### src/rtl/fft_dma_unloader.sv
// fft_dma_unloader: read-side master for the FFT core output/DMA bus.
// Sweeps dmaa over all bins after a transform, absorbs the core read latency
// with an in-flight valid pipeline, and delivers results on a valid/ready
// stream through a small credit-controlled FIFO.
// Optional feature macro: FFT_UNLOAD_BITREV_EN (bit-reversed read addresses).
//
// state | meaning
// IDLE  | waiting for start, stream quiet
// FETCH | issuing reads while FIFO/in-flight credit allows
// DRAIN | all reads issued, emptying FIFO until the last beat is taken

module fft_dma_unloader #(
  parameter int FFT_LENGTH = 1024,
  parameter int FFT_DW     = 16,
  parameter int RD_LATENCY = 2,
  parameter int FFT_N      = $clog2(FFT_LENGTH)
) (
  input  logic                     clk,
  input  logic                     rst,
  input  logic                     start,
  input  logic signed [7:0]        bfpexp,
  output logic                     busy,
  output logic                     frame_done,
  output logic                     dmaact,
  output logic [FFT_N-1:0]         dmaa,
  input  logic signed [FFT_DW-1:0] dmadr_real,
  input  logic signed [FFT_DW-1:0] dmadr_imag,
  output logic                     m_valid,
  input  logic                     m_ready,
  output logic signed [FFT_DW-1:0] m_real,
  output logic signed [FFT_DW-1:0] m_imag,
  output logic [FFT_N-1:0]         m_index,
  output logic                     m_last,
  output logic signed [7:0]        m_bfpexp
);

  localparam int DEPTH = RD_LATENCY + 2;
  localparam int CW    = $clog2(DEPTH + 1);
  localparam int AW    = $clog2(DEPTH);
  localparam logic [FFT_N:0] LAST_IDX = (FFT_N+1)'(FFT_LENGTH - 1);
  localparam logic [CW:0]    DEPTH_W  = (CW+1)'(DEPTH);
  localparam logic [CW-1:0]  FULL_CNT = CW'(DEPTH);

  typedef enum logic [1:0] {IDLE, FETCH, DRAIN} state_t;

  state_t                   state;
  logic [FFT_N:0]           icnt;
  logic [FFT_N:0]           ocnt;
  logic [RD_LATENCY-1:0]    vpipe;
  logic signed [FFT_DW-1:0] fifo_re [DEPTH];
  logic signed [FFT_DW-1:0] fifo_im [DEPTH];
  logic [CW-1:0]            fifo_count;
  logic [CW-1:0]            inflight;
  logic [CW:0]              credit_sum;
  logic                     credit_ok;
  logic                     issue;
  logic                     push;
  logic                     pop;
  logic                     accept_last;
  logic [AW-1:0]            wr_idx;

  function automatic logic [FFT_N-1:0] bitrev(input logic [FFT_N-1:0] a);
    logic [FFT_N-1:0] r;
    for (int i = 0; i < FFT_N; i++) r[i] = a[FFT_N-1-i];
    return r;
  endfunction

  // count reads still travelling through the core
  always_comb begin
    inflight = '0;
    for (int i = 0; i < RD_LATENCY; i++) inflight = inflight + CW'(vpipe[i]);
  end

  // a read is only issued if its data is guaranteed a FIFO slot on arrival
  assign credit_sum  = {1'b0, fifo_count} + {1'b0, inflight};
  assign credit_ok   = credit_sum < DEPTH_W;
  assign issue       = (state == FETCH) && credit_ok;
  assign dmaact      = issue;

`ifdef FFT_UNLOAD_BITREV_EN
  assign dmaa = bitrev(icnt[FFT_N-1:0]);
`else
  assign dmaa = icnt[FFT_N-1:0];
`endif

  assign push        = vpipe[RD_LATENCY-1];
  assign m_valid     = (fifo_count != '0);
  assign pop         = m_valid && m_ready;
  assign m_real      = fifo_re[0];
  assign m_imag      = fifo_im[0];
  assign m_index     = ocnt[FFT_N-1:0];
  assign m_last      = (ocnt == LAST_IDX);
  assign accept_last = pop && m_last;
  assign wr_idx      = pop ? AW'(fifo_count - 1'b1) : AW'(fifo_count);

  // sequencing FSM, frame counters and registered status outputs
  always_ff @(posedge clk) begin
    if (rst) begin
      state      <= IDLE;
      busy       <= 1'b0;
      frame_done <= 1'b0;
      m_bfpexp   <= '0;
      icnt       <= '0;
      ocnt       <= '0;
    end else begin
      frame_done <= 1'b0;
      if (issue) icnt <= icnt + 1'b1;
      if (pop)   ocnt <= ocnt + 1'b1;
      case (state)
        IDLE: begin
          // a start landing on the frame_done cycle is dropped on purpose
          if (start && !frame_done) begin
            state    <= FETCH;
            busy     <= 1'b1;
            m_bfpexp <= bfpexp;
            icnt     <= '0;
            ocnt     <= '0;
          end
        end
        FETCH: begin
          if (issue && (icnt == LAST_IDX)) state <= DRAIN;
        end
        DRAIN: begin
          if (accept_last) begin
            state      <= IDLE;
            busy       <= 1'b0;
            frame_done <= 1'b1;
          end
        end
        default: state <= IDLE;
      endcase
    end
  end

  // in-flight read tracker; the tail marks data arriving this cycle
  always_ff @(posedge clk) begin
    if (rst) vpipe <= '0;
    else     vpipe <= (vpipe << 1) | RD_LATENCY'(issue);
  end

  // shift-register FIFO: entry 0 is the head and drives the stream directly
  always_ff @(posedge clk) begin
    if (rst) begin
      fifo_count <= '0;
      for (int i = 0; i < DEPTH; i++) begin
        fifo_re[i] <= '0;
        fifo_im[i] <= '0;
      end
    end else begin
      if (pop) begin
        for (int i = 0; i < DEPTH - 1; i++) begin
          fifo_re[i] <= fifo_re[i+1];
          fifo_im[i] <= fifo_im[i+1];
        end
      end
      if (push) begin
        fifo_re[wr_idx] <= dmadr_real;
        fifo_im[wr_idx] <= dmadr_imag;
      end
      case ({push, pop})
        2'b10:   fifo_count <= fifo_count + 1'b1;
        2'b01:   fifo_count <= fifo_count - 1'b1;
        default: fifo_count <= fifo_count;
      endcase
    end
  end

  // the credit scheme must make overflow impossible
  always_ff @(posedge clk) begin
    if (!rst) assert (!(push && !pop && (fifo_count == FULL_CNT)));
  end

endmodule

### config.mk
export PLATFORM = sky130hd
export DESIGN_NAME = fft_dma_unloader
export DESIGN_NICKNAME = d
export VERILOG_FILES = /design/src/rtl/fft_dma_unloader.sv
export SDC_FILE = /design/constraint.sdc
export NUM_CORES = 1
export LEC_CHECK = 0
export CORE_UTILIZATION = 25
export DETAILED_ROUTE_END_ITERATION = 8
export HOLD_SLACK_MARGIN = 0.03
export SYNTH_ARGS = -nofsm -noshare
export SYNTH_HDL_FRONTEND = slang
export SYNTH_SLANG_ARGS = --single-unit
### constraint.sdc
create_clock -name clk -period 3.59 [get_ports clk]
set_input_delay 0.359 -clock clk [delete_from_list [all_inputs] [get_ports clk]]
set_output_delay 0.359 -clock clk [all_outputs]
set_load 0.005 [all_outputs]
==> impl_metrics.tcl <==
set metrics [dict create \
    status "completed" \
    synthCells 643 \
    grt_pass1_wl_mm 26.31 \
    critPathKind "flop to primary output" \
    m1WireLength_mm 7.974 \
    holdPathStages 2 \
    globalRoute.totalOverflow 0 \
    clockBufferDepth 2 \
    fp.dieH_microns 176.9 \
    min-delay-start "m_bfpexp[0]$_SDFFE_PP0P_" \
    clock.fmax_ghz 0.3513 \
    critPathLaunchType "flop" \
    wl_met2_mm 7.846 \
    ys_ff_latch 167 \
    setup_viol_count_final 0 \
    ctsResizeCount 0 \
    power.density_mw_per_mm2 562.0 \
    drt_wl_total_mm 16.61 \
    syn_to_final_growth_pct 25.27 \
    rows 63 \
    wl_met3_microns 507 \
    fin_util 0.3205 \
    syn_area_sq_mm 0.007644 \
    top_layer "met4" \
    intPower_mw 3.892 \
    grt_usage 0.1099 \
    final_area_sq_mm 0.009575 \
    finalPower_mw 5.381 \
    ctsHtreeMaxLevel 4 \
    ir_drop_mv 0.3598 \
    hold_end "m_bfpexp[0]$_SDFFE_PP0P_" \
    worst_hold_slack_ps 455.2 \
    skew_ps 11.96 \
    cts_sinks 167 \
    finalMaxSlewViolations 0 \
    cts_hold_buf 0 \
    critical_path_peak_fanout 8 \
    ant_nets 0 \
    clkPwrFrac 0.322 \
    die_area_sq_mm 0.03128 \
    switching_share 0.2767 \
    r2r_slack_ps 910 \
    cts_buffers 17 \
    finalHoldViolCount 0 \
    relSlewSlack 0.3890 \
    power_leakage_nw 4.040 \
    cap_violations 0 \
    synth_edf_count 128 \
    ys_warn_count 0 \
    root_buffer "clkbuf_16" \
    core_area_sq_mm 0.02987 \
    viasPerCell 4.272 \
    p_comb_frac 0.192 \
    finalCritPeriodShare 0.7930 \
    fin_nets 783 \
    globalplace.congestion 0.7216 \
    synthArstFlopShare 0 \
    cts_tree "yes" \
    n_fill_cell 2945 \
    drc 0 \
    switching_power_mw 1.489 \
    r2r_start "fifo_count[1]$_SDFFE_PP0P_" \
    die_w_microns 176.9 \
    pwr-share-seq 0.486 \
    reg2reg_depth 8 \
    wl_per_cell_microns 14.64 \
    synth_flop_cell "edfxtp_1" \
    cp.arrival_ps 2490 \
    clk_latency_ps 420 \
    grt_max_degree 97 \
    min_path_type "flop to flop" \
    drive_gt1_frac 0.07392 \
    timing.setup.tns_ps 0 \
    floorplan.initialDensity 0.2559 \
    hpwl_mm 10.81 \
    post_cts_buffers 0 \
    crit_required_ps 3230 \
    worstMarginPinSlew_ps 914.1 \
    min_period_ps 2847 \
    vias 4844 \
    rsz0062_at_grt "false" \
    antenna_cells 0 \
    synth_nets 694 \
    dr.pass1.iters 4 \
    synth_cell_types 46 \
    dr.first_iter.drc_count 250 \
    synth.yosys.seq_area_share 0.6050 \
    reg2reg_to "fifo_re[1][2]$_DFFE_PP_" \
    grt_pass1_vias 4813 \
    antenna_found_initial 0 \
    port-buffer-count 108 \
    critPathCaptureType "primary output" \
    ios 109 \
    avgSynthCellArea_sq_um 11.89 \
    place_area_sq_mm 0.009022 \
    clkTransAtPathRegs_ps 60 \
]
==> cell type report <==
type                            instances  area [sq um]  share of cell area
Clock buffer                           19         432.9             0.04521
Clock inverter                         12         120.1             0.01254
Inverter                               41         153.9             0.01607
Multi-Input combinational cell        386          2580              0.2694
Sequential cell                       167          4624              0.4829
Tap cell                              390         488.0             0.05096
Timing Repair Buffer                  119          1176              0.1228
==> layer usage <==
layer  vias to the layer above  track usage
met5                         -            0
met4                         0      0.04239
met3                        20      0.02320
met2                        77       0.1761
met1                      2341       0.1444
li1                       2406            -
==> sequential cells by signal, summed over array words and instances, names as in the netlist <==
signal / count
vpipe: 2
busy: 1
ocnt: 11
fifo_count: 3
state: 2
fifo_re: 64
m_bfpexp: 8
icnt: 11
fifo_im: 64
frame_done: 1
==> critical path, cell delays in order (launching register included) <==
cell and delay, ps:
dfxtp_1 510, ha_1 310, a21oi_1 380, o211ai_1 260
inv_1 100, clkdlybuf4s50_1 510
==> worst max-delay path by stage <==
stage                                from                      end  slack, ps  cells past startpoint
4_1_cts        fifo_count[0]$_SDFFE_PP0P_                   dmaact        720                      5
3_3_place_gp                      m_ready  fifo_im[0][3]$_DFFE_PP_        800                      6
2_1_floorplan  fifo_count[1]$_SDFFE_PP0P_  fifo_im[2][0]$_DFFE_PP_        790                      6
3_5_place_dp                      m_ready  fifo_im[1][3]$_DFFE_PP_        740                      6
6_report       fifo_count[0]$_SDFFE_PP0P_                   dmaact        740                      5
5_1_grt        fifo_count[0]$_SDFFE_PP0P_                   dmaact        510                      5
==> power groups by stage <==
stage | registers [mW] | clock network, mW | logic (mW)
detailed placement | 2.66 | 0 | 1.05
floorplan | 2.64 | 0 | 0.558
CTS | 2.62 | 1.79 | 1.05
global route | 2.65 | 1.86 | 1.15
finish | 2.62 | 1.73 | 1.03
global placement | 2.66 | 0 | 1.04
==> cell usage after synthesis, types with 2 or more instances <==
master | instances | area share
buf_2 | 5 | 0.0033
o41ai_1 | 2 | 0.0023
a211oi_1 | 5 | 0.0049
o21ai_2 | 3 | 0.0034
inv_1 | 39 | 0.019
a21oi_1 | 20 | 0.013
mux2i_1 | 99 | 0.13
or3_1 | 8 | 0.0065
dfxtp_1 | 39 | 0.10
o21ai_0 | 8 | 0.0052
nand4_1 | 5 | 0.0041
nand3_1 | 6 | 0.0039
o211ai_1 | 4 | 0.0039
nor2b_1 | 3 | 0.0025
or4_1 | 3 | 0.0029
ha_1 | 7 | 0.011
nor2_1 | 20 | 0.0098
and3_1 | 5 | 0.0041
nand2_1 | 123 | 0.060
xnor2_1 | 2 | 0.0023
clkbuf_1 | 9 | 0.0044
and2_1 | 34 | 0.028
buf_4 | 28 | 0.028
buf_6 | 3 | 0.0044
xor2_1 | 10 | 0.011
o2111ai_1 | 2 | 0.0023
clkbuf_2 | 3 | 0.0020
nor4_1 | 3 | 0.0025
edfxtp_1 | 128 | 0.50
==> metrics by stage <==
step | instances | setup WS, ps
after floorplan | 643 | 786.1
after global placement | 1103 | 799.2
after detailed placement | 1103 | 743.4
after CTS | 1134 | 715.0
after global routing | 1134 | 513.3
final | 1134 | 743.2
==> kinds of logic after synthesis <==
kind of cell    after synthesis  share of synthesized area
fa+ha+maj                     7                    0.01146
flops                       167                     0.6050
xor+xnor                     12                    0.01375
compound gates               48                    0.04076
simple gates                220                     0.1372
mux                          99                     0.1296
buf+inv                      90                    0.06220
==> placed cells by master, fill, tap and decap left out, types with 10 or more instances in the layout <==
| cell | count |
|---|---|
| clkdlybuf4s50_1 | 108 |
| inv_1 | 39 |
| and2_1 | 34 |
| nor2_1 | 20 |
| buf_4 | 10 |
| a21oi_1 | 20 |
| nand2_1 | 120 |
| edfxtp_1 | 128 |
| clkbuf_16 | 17 |
| dfxtp_1 | 39 |
| xor2_1 | 10 |
| mux2i_1 | 99 |
Note: power is estimated with default switching activity, not from simulation.
